<file path="config.mk">
export PLATFORM = sky130hd
export DESIGN_NAME = instr_rom_server_flat
export DESIGN_NICKNAME = d
export VERILOG_FILES = /design/src/rtl/rom_pkg.sv /design/src/rtl/instr_rom_server_if.sv /design/src/rtl/rom_word_array.sv /design/src/rtl/instr_rom_server.sv /design/src/flat_wrapper.sv
export SDC_FILE = /design/constraint.sdc
export NUM_CORES = 2
export LEC_CHECK = 0
export BUFFER_PORTS_ARGS = -buffer_cell sky130_fd_sc_hd__buf_2
export CAP_MARGIN = 0
export CORE_ASPECT_RATIO = 0.5
export CORE_MARGIN = 5
export CORE_UTILIZATION = 30
export CTS_BUF_LIST = sky130_fd_sc_hd__clkbuf_2 sky130_fd_sc_hd__clkbuf_4 sky130_fd_sc_hd__clkbuf_8
export DETAILED_ROUTE_END_ITERATION = 8
export GPL_TIMING_DRIVEN = 0
export PLACE_DENSITY = 0.55
export SYNTH_ARGS = -nofsm -noshare
export SYNTH_HDL_FRONTEND = slang
export SYNTH_HIERARCHICAL = 1
export SYNTH_SLANG_ARGS = --single-unit
</file>
<file path="constraint.sdc">
create_clock -name clk -period 40.7 [get_ports clk]
set_clock_uncertainty 0.05 [all_clocks]
set_input_delay 0 -clock clk [delete_from_list [all_inputs] [get_ports clk]]
set_output_delay 0 -clock clk [all_outputs]
set_load 0.005 [all_outputs]
</file>
<file path="src/rtl/rom_pkg.sv">
// Shared constants and FSM encoding for the instruction ROM server.
package rom_pkg;
  localparam int unsigned ROM_ADDR_W = 6;
  localparam int unsigned ROM_DATA_W = 16;
  localparam int unsigned ROM_DEPTH  = 2 ** ROM_ADDR_W;
  localparam int unsigned ROM_CNT_W  = ROM_ADDR_W + 1;

  localparam logic [ROM_DATA_W-1:0] EOE_WORD = 16'hFF00;

  typedef enum logic [1:0] {
    StEmpty  = 2'd0,
    StLoadHi = 2'd1,
    StLoadLo = 2'd2,
    StReady  = 2'd3
  } rom_state_e;
endpackage

</file>
<file path="src/rtl/instr_rom_server_if.sv">
// Fetch and byte-loader signals of the ROM server; master is the requester side.
interface instr_rom_server_if;
  import rom_pkg::*;

  logic                  enable_to_rom;
  logic [ROM_ADDR_W-1:0] address_to_rom;
  logic [ROM_DATA_W-1:0] data_from_rom;
  logic                  load_start;
  logic                  load_valid;
  logic [7:0]            load_byte;
  logic                  load_ready;
  logic                  rom_ready;
  logic [ROM_CNT_W-1:0]  load_count;
  logic                  load_error;

  modport master (
    output enable_to_rom, address_to_rom, load_start, load_valid, load_byte,
    input  data_from_rom, load_ready, rom_ready, load_count, load_error
  );

  modport slave (
    input  enable_to_rom, address_to_rom, load_start, load_valid, load_byte,
    output data_from_rom, load_ready, rom_ready, load_count, load_error
  );
endinterface

</file>
<file path="src/rtl/rom_word_array.sv">
// Register-based word store: one write port, one registered read port that holds
// its output while re_i is low. Reset fills every word and the read register.
module rom_word_array
  import rom_pkg::*;
#(
  parameter int unsigned          AddrW    = ROM_ADDR_W,
  parameter int unsigned          DataW    = ROM_DATA_W,
  parameter logic [DataW-1:0]     FillWord = EOE_WORD
) (
  input  logic             clk_i,
  input  logic             rst_i,
  input  logic             we_i,
  input  logic [AddrW-1:0] waddr_i,
  input  logic [DataW-1:0] wdata_i,
  input  logic             re_i,
  input  logic [AddrW-1:0] raddr_i,
  output logic [DataW-1:0] rdata_o
);
  localparam int unsigned Depth = 2 ** AddrW;

  logic [DataW-1:0] mem_q [Depth];
  logic [DataW-1:0] mem_d [Depth];
  logic [DataW-1:0] rdata_q, rdata_d;

  always_comb begin
    mem_d   = mem_q;
    rdata_d = rdata_q;
    if (we_i) mem_d[waddr_i] = wdata_i;
    if (re_i) rdata_d = mem_q[raddr_i];
  end

  always_ff @(posedge clk_i or posedge rst_i) begin
    if (rst_i) begin
      mem_q   <= '{default: FillWord};
      rdata_q <= FillWord;
    end else begin
      mem_q   <= mem_d;
      rdata_q <= rdata_d;
    end
  end

  assign rdata_o = rdata_q;
endmodule

</file>
<file path="src/rtl/instr_rom_server.sv">
// Instruction ROM server: byte-pair program loader FSM feeding a 64-word store,
// and a 1-cycle fetch port that returns EOE_WORD until the program is loaded.
module instr_rom_server
  import rom_pkg::*;
(
  input  logic               clk,
  input  logic               reset,
  instr_rom_server_if.slave  bus
);
  rom_state_e           state_q, state_d;
  logic [7:0]           hi_q, hi_d;
  logic [ROM_CNT_W-1:0] count_q, count_d;
  logic                 err_q, err_d;
  logic                 gated_q, gated_d;

  logic                  we;
  logic [ROM_DATA_W-1:0] wdata;
  logic                  re;
  logic [ROM_DATA_W-1:0] rdata;

  assign wdata = {hi_q, bus.load_byte};

  always_comb begin
    state_d = state_q;
    hi_d    = hi_q;
    count_d = count_q;
    err_d   = err_q;
    we      = 1'b0;
    // A restart wins over any same-cycle byte and drops a half-assembled word.
    if (bus.load_start) begin
      state_d = StLoadHi;
      count_d = '0;
      err_d   = 1'b0;
    end else begin
      unique case (state_q)
        StLoadHi: begin
          if (bus.load_valid) begin
            hi_d    = bus.load_byte;
            state_d = StLoadLo;
          end
        end
        StLoadLo: begin
          if (bus.load_valid) begin
            we      = 1'b1;
            count_d = (count_q == ROM_CNT_W'(ROM_DEPTH)) ? count_q : count_q + 1'b1;
            if (wdata == EOE_WORD) begin
              state_d = StReady;
            end else if (count_q == ROM_CNT_W'(ROM_DEPTH - 1)) begin
              state_d = StReady;
              err_d   = 1'b1;
            end else begin
              state_d = StLoadHi;
            end
          end
        end
        default: ;
      endcase
    end
  end

  // Fetches before the program is ready must see EOE_WORD so the core halts.
  always_comb begin
    re      = bus.enable_to_rom && (state_q == StReady);
    gated_d = gated_q;
    if (bus.enable_to_rom) gated_d = (state_q != StReady);
  end

  always_ff @(posedge clk or posedge reset) begin
    if (reset) begin
      state_q <= StEmpty;
      hi_q    <= '0;
      count_q <= '0;
      err_q   <= 1'b0;
      gated_q <= 1'b0;
    end else begin
      state_q <= state_d;
      hi_q    <= hi_d;
      count_q <= count_d;
      err_q   <= err_d;
      gated_q <= gated_d;
    end
  end

  rom_word_array #(
    .AddrW    (ROM_ADDR_W),
    .DataW    (ROM_DATA_W),
    .FillWord (EOE_WORD)
  ) u_array (
    .clk_i   (clk),
    .rst_i   (reset),
    .we_i    (we),
    .waddr_i (count_q[ROM_ADDR_W-1:0]),
    .wdata_i (wdata),
    .re_i    (re),
    .raddr_i (bus.address_to_rom),
    .rdata_o (rdata)
  );

  assign bus.data_from_rom = gated_q ? EOE_WORD : rdata;
  assign bus.load_ready    = (state_q == StLoadHi) || (state_q == StLoadLo);
  assign bus.rom_ready     = (state_q == StReady);
  assign bus.load_count    = count_q;
  assign bus.load_error    = err_q;
endmodule
</file>
<file path="src/flat_wrapper.sv">
// flat-port wrapper written by rule: the top's interface ports become plain ports
module instr_rom_server_flat import rom_pkg::*;
  (clk, reset, bus_enable_to_rom, bus_address_to_rom, bus_load_start, bus_load_valid, bus_load_byte, bus_data_from_rom, bus_load_ready, bus_rom_ready, bus_load_count, bus_load_error);
  instr_rom_server_if bus_i ();
  input  logic clk;
  input  logic reset;
  input wire logic [$bits(bus_i.enable_to_rom)-1:0] bus_enable_to_rom;
  input wire logic [$bits(bus_i.address_to_rom)-1:0] bus_address_to_rom;
  input wire logic [$bits(bus_i.load_start)-1:0] bus_load_start;
  input wire logic [$bits(bus_i.load_valid)-1:0] bus_load_valid;
  input wire logic [$bits(bus_i.load_byte)-1:0] bus_load_byte;
  output wire logic [$bits(bus_i.data_from_rom)-1:0] bus_data_from_rom;
  output wire logic [$bits(bus_i.load_ready)-1:0] bus_load_ready;
  output wire logic [$bits(bus_i.rom_ready)-1:0] bus_rom_ready;
  output wire logic [$bits(bus_i.load_count)-1:0] bus_load_count;
  output wire logic [$bits(bus_i.load_error)-1:0] bus_load_error;
  assign bus_i.enable_to_rom = bus_enable_to_rom;
  assign bus_i.address_to_rom = bus_address_to_rom;
  assign bus_i.load_start = bus_load_start;
  assign bus_i.load_valid = bus_load_valid;
  assign bus_i.load_byte = bus_load_byte;
  assign bus_data_from_rom = bus_i.data_from_rom;
  assign bus_load_ready = bus_i.load_ready;
  assign bus_rom_ready = bus_i.rom_ready;
  assign bus_load_count = bus_i.load_count;
  assign bus_load_error = bus_i.load_error;
  instr_rom_server u_core (.clk(clk), .reset(reset), .bus(bus_i));
endmodule
</file>
==> results list <==
- Outcome: finished, violations left
- The checks that failed: capacitance limit, slew limit.
* Clock slew at reported path FFs: 0.06 ns
- The clock drives 1059 sinks.
- Clock buffer count from CTS: 171
* TritonCTS clock tree: built
- First-pass iteration count of the detailed router: 6
- Maximum clock frequency: 266 MHz
- The finished layout holds 5843 standard cells, fillers aside.
* Portion of the clock cycle consumed by the worst path in the final layout: 9.24%
* H-Tree Depth: 4
- In the final design database the tool counted 3564 nets.
- Total congestion overflow: 0
* Number of violations of the max-capacitance limit: 1
* Static Leakage: 0.0247 uW
- Vias in the first global route: 32100
* Port Buffer Count: 42
- Overall die area: 172000 um^2
- Area added between synthesis and finish: 14.4%
- Min cycle time layout: 3.76 ns
- CTS placed an instance of sky130_fd_sc_hd__clkbuf_8 at the clock tree root.
- The total area inside the core boundary comes to 162000 um^2.
- Summed over all nets, the half-perimeter wirelength after detailed placement is 117000 um.
* Height of the chip: 296 um
- Gr usage total: 18.3%
- Global routing used 25.7% of the available met1 tracks.
- Setup repair after global routing missed its margin: no
- Kind of path behind the tightest hold check: input port to asynchronous set/reset pin
- Worst reg2reg endpoint: u_core/u_array/mem_q[151]$_DFFE_PP0P_
- Post-Syn Area per Cell: 14.9 um^2
- STA classifies the critical path endpoint as a flop.
- Data arrives at the worst endpoint at 4.45 ns.
* Critical Path Source Type: flop
- Register-to-register setup slack: 36.94 ns
- Summed over all layers, the routed wires come to 159000 um.
* Slew at the pin with the worst max-slew slack: 1.60 ns
- Number of distinct library cell variants in the gate-level netlist after synthesis: 60
- Counting along the longest clock path gives a buffer depth of 3.
* Register bit count reported by yosys: 1059
* Sequential element share of the synthesized area: 55.4%
- Initial Utilization: 30.3%
- After clock tree synthesis, the repair step resized 0 gates.
- Summing internal, switching and leakage power gives 2250 uW.
- The number of endpoints with negative hold slack in the final report was 0.
- Number of flops mapped to enable cells by yosys: 0
- The congestion estimate from routability-driven global placement came to 0.939.
* Worst path bufs/invs: 3
- Critical path peak fanout: 10
* Number of synthesis warnings: 6
- The cell family contributing the most delay on the critical path is simple AND/OR/NAND/NOR gates.
* GR peak layer: met2
* Number of violations reported at the end of detailed-routing iteration 0: 2868
- Once detail routing completed, the nets flagged for antenna violations numbered 0.
* Endpoint required time on the critical path: 41.39 ns
- Reg-to-reg startpoint: u_core/state_q[0]$_DFFE_PP0P_
- After technology mapping, the gate count stands at 3282.
* Cell-by-cell listing of the critical path: inv_1 -> ha_1 -> nand2_1 -> nor2_1 -> buf_2 -> nor2b_1 -> nand3_1 -> nor2_1 -> buf_2 -> mux2_2
* Source-to-sink clock delay at the later pin of the worst-skew pair: 0.85 ns
- In the final routed layout, each cell accounts on average for 27.3 um.
* Row cnt: 104
- On the critical path, the stage with the largest delay is an instance of sky130_fd_sc_hd__nor2_1.
* Count of boundary I/O pins: 45
- Max-Slew Margin vs Limit: -6.37%
- For this design the ratio of total power to cell area is 40.2 nW/um^2.
- Reg2Reg Depth: 10
- Commonest register cell after synthesis: sky130_fd_sc_hd__dfrtp_1
- Class of the most critical setup path: flop to flop
- Setup violations remaining at the end of the flow were counted as 0.
* Met3 routing resource usage after global routing: 3.32%
- After detailed placement, the design holds a cell count of 5506.
- The first global-routing pass estimated 230000 um of wire.
- The number of nets handed over by synthesis was 3306.
- Sum of negative setup slack: 0 ns
- For this run, global-route usage on met2 was measured as 28.6%.
- In the routed layout, each cell is associated on average with a via count of 5.28.
* Synthesized cell area: 49000 um^2
- Die Wd: 582 um
* Total count of max-transition violations in the final report: 11
- Max VDD drop: 0.0000260 V
- On the worst path, the slowest cell contributes a delay of 0.92 ns.
- Total number of vias: 30800
- Number of cells on the critical path: 10
- Remaining design rule violation count: 0
- Cells with a size suffix above 1 make up 60.8% of the layout.
- The number of antenna violations at the first check in global routing came to 6.
- Share of flip-flops with an asynchronous set or reset: 100%
- Pin count of the biggest net entering global routing: 139
==> worst max path at each step <==
stage / end / from
4_1_cts: u_core/u_array/mem_q[659]$_DFFE_PP0P_ / u_core/state_q[0]$_DFFE_PP0P_
3_5_place_dp: u_core/u_array/mem_q[656]$_DFFE_PP0P_ / u_core/state_q[0]$_DFFE_PP0P_
5_1_grt: u_core/u_array/mem_q[659]$_DFFE_PP0P_ / u_core/state_q[0]$_DFFE_PP0P_
3_3_place_gp: u_core/u_array/mem_q[758]$_DFFE_PP0P_ / reset
6_report: u_core/u_array/mem_q[151]$_DFFE_PP0P_ / u_core/state_q[0]$_DFFE_PP0P_
2_1_floorplan: u_core/u_array/mem_q[0]$_DFFE_PP0P_ / reset
==> metal layers <==
metal | up-vias | wire length [um]
li1 | 12700 | -
met1 | 16800 | 73300
met2 | 1032 | 71500
met3 | 260 | 9300
met4 | 2 | 5160
met5 | - | 20
==> area by class of cell <==
type                            instances  area [um^2]
Fill cell                           15600       106000
Sequential cell                      1059        27200
Multi-Input combinational cell       1911        20400
Clock buffer                          280         3380
Tap cell                             2173         2720
Buffer                                303         1430
Timing Repair Buffer                   85          798
Clock inverter                         20          124
Inverter                                9         41.3
Antenna cell                            3         7.51
==> metrics by stage <==
step	area (um^2)	setup slack, ns	utilization [%]	hold WS (ns)
floorplan	49000	12.24	-	-0.0989
global placement	52000	1.93	32.1	0.102
detailed placement	52200	37.00	32.3	0.167
CTS	56100	37.00	34.7	0.0541
global route	56100	36.75	34.7	0.0857
finish	56100	36.94	34.7	0.110
==> flip-flops by register name, indices dropped and copies added (netlist names) <==
signal and count:
u_core/hi_q 8, u_core/bus.load_count 7, u_core/state_q 2, u_core/bus.load_error 1
u_core/u_array/rdata_o 16, u_core/u_array/mem_q 1024, u_core/gated_q 1
==> layout by cell type (no fill, tap or decap), drive strengths merged, types with 2 or more instances in the layout <==
master | netlist | final
mux2 | 1049 | 1049
dfrtp | 539 | 539
dfstp | 520 | 520
clkbuf | 147 | 427
mux2i | 208 | 208
buf | 156 | 207
mux4 | 144 | 144
a22oi | 128 | 128
nor2 | 64 | 64
a21oi | 51 | 51
nand2 | 43 | 43
dlygate4sd3 | 0 | 34
a31oi | 33 | 33
o22ai | 32 | 32
nand3 | 25 | 25
or3 | 18 | 18
a22o | 17 | 17
a2111oi | 16 | 16
nor2b | 14 | 14
clkinv | 0 | 11
or2 | 10 | 10
inv | 9 | 10
clkinvlp | 0 | 8
nor3 | 8 | 8
ha | 5 | 5
nand3b | 4 | 4
and2 | 4 | 4
nor4bb | 4 | 4
nand2b | 4 | 4
diode | 0 | 3
nand4 | 3 | 3
and3b | 3 | 3
o21ai | 3 | 3
xor2 | 2 | 2
or3b | 2 | 2
nand4b | 2 | 2
==> tightest hold or removal path: stages <==
cell	delay [ns]
sky130_fd_sc_hd__dlygate4sd3_1	0.53
sky130_fd_sc_hd__buf_2	0.15
sky130_fd_sc_hd__inv_8	0.42
==> Yosys cell counts, types with 23 or more instances <==
cell type	count	area, um^2
sky130_fd_sc_hd__nor2_1	51	191
sky130_fd_sc_hd__buf_2	91	455
sky130_fd_sc_hd__nand3_1	23	115
sky130_fd_sc_hd__dfstp_2	520	13700
sky130_fd_sc_hd__nand2_1	37	139
sky130_fd_sc_hd__clkbuf_1	145	544
sky130_fd_sc_hd__mux4_2	142	3200
sky130_fd_sc_hd__mux2_2	1048	11800
sky130_fd_sc_hd__mux2i_1	208	2080
sky130_fd_sc_hd__a22oi_1	128	961
sky130_fd_sc_hd__a31oi_1	33	206
sky130_fd_sc_hd__buf_1	36	135
sky130_fd_sc_hd__dfrtp_1	539	13500
sky130_fd_sc_hd__a21oi_1	51	255
sky130_fd_sc_hd__o22ai_1	32	200
==> logic make-up (layout without fill, tap and decap cells) <==
group / count (synthesis) / count (layout) / share of synthesized area [%]
mux: 1401 / 1401 / 35.0
xor+xnor: 3 / 3 / 0.0536
flops: 1059 / 1059 / 55.4
simple gates: 217 / 217 / 2.46
compound gates: 285 / 285 / 4.03
buf+inv: 312 / 697 / 2.97
fa+ha+maj: 5 / 5 / 0.128
other cells: 0 / 3 / 0
==> power by group <==
| part | switching (uW) | internal [uW] |
|---|---|---|
| Clock | 427 | 521 |
| Sequential | 6.43 | 1070 |
| Combinational | 180 | 48.7 |
==> what timing repair did <==
action | 4_1_cts | 5_1_grt
hold buffers | 34 | 0
endpoints found under the hold margin | 251 | 0
setup buffers | 0 | 0
Power figures use the tool's default switching activity.
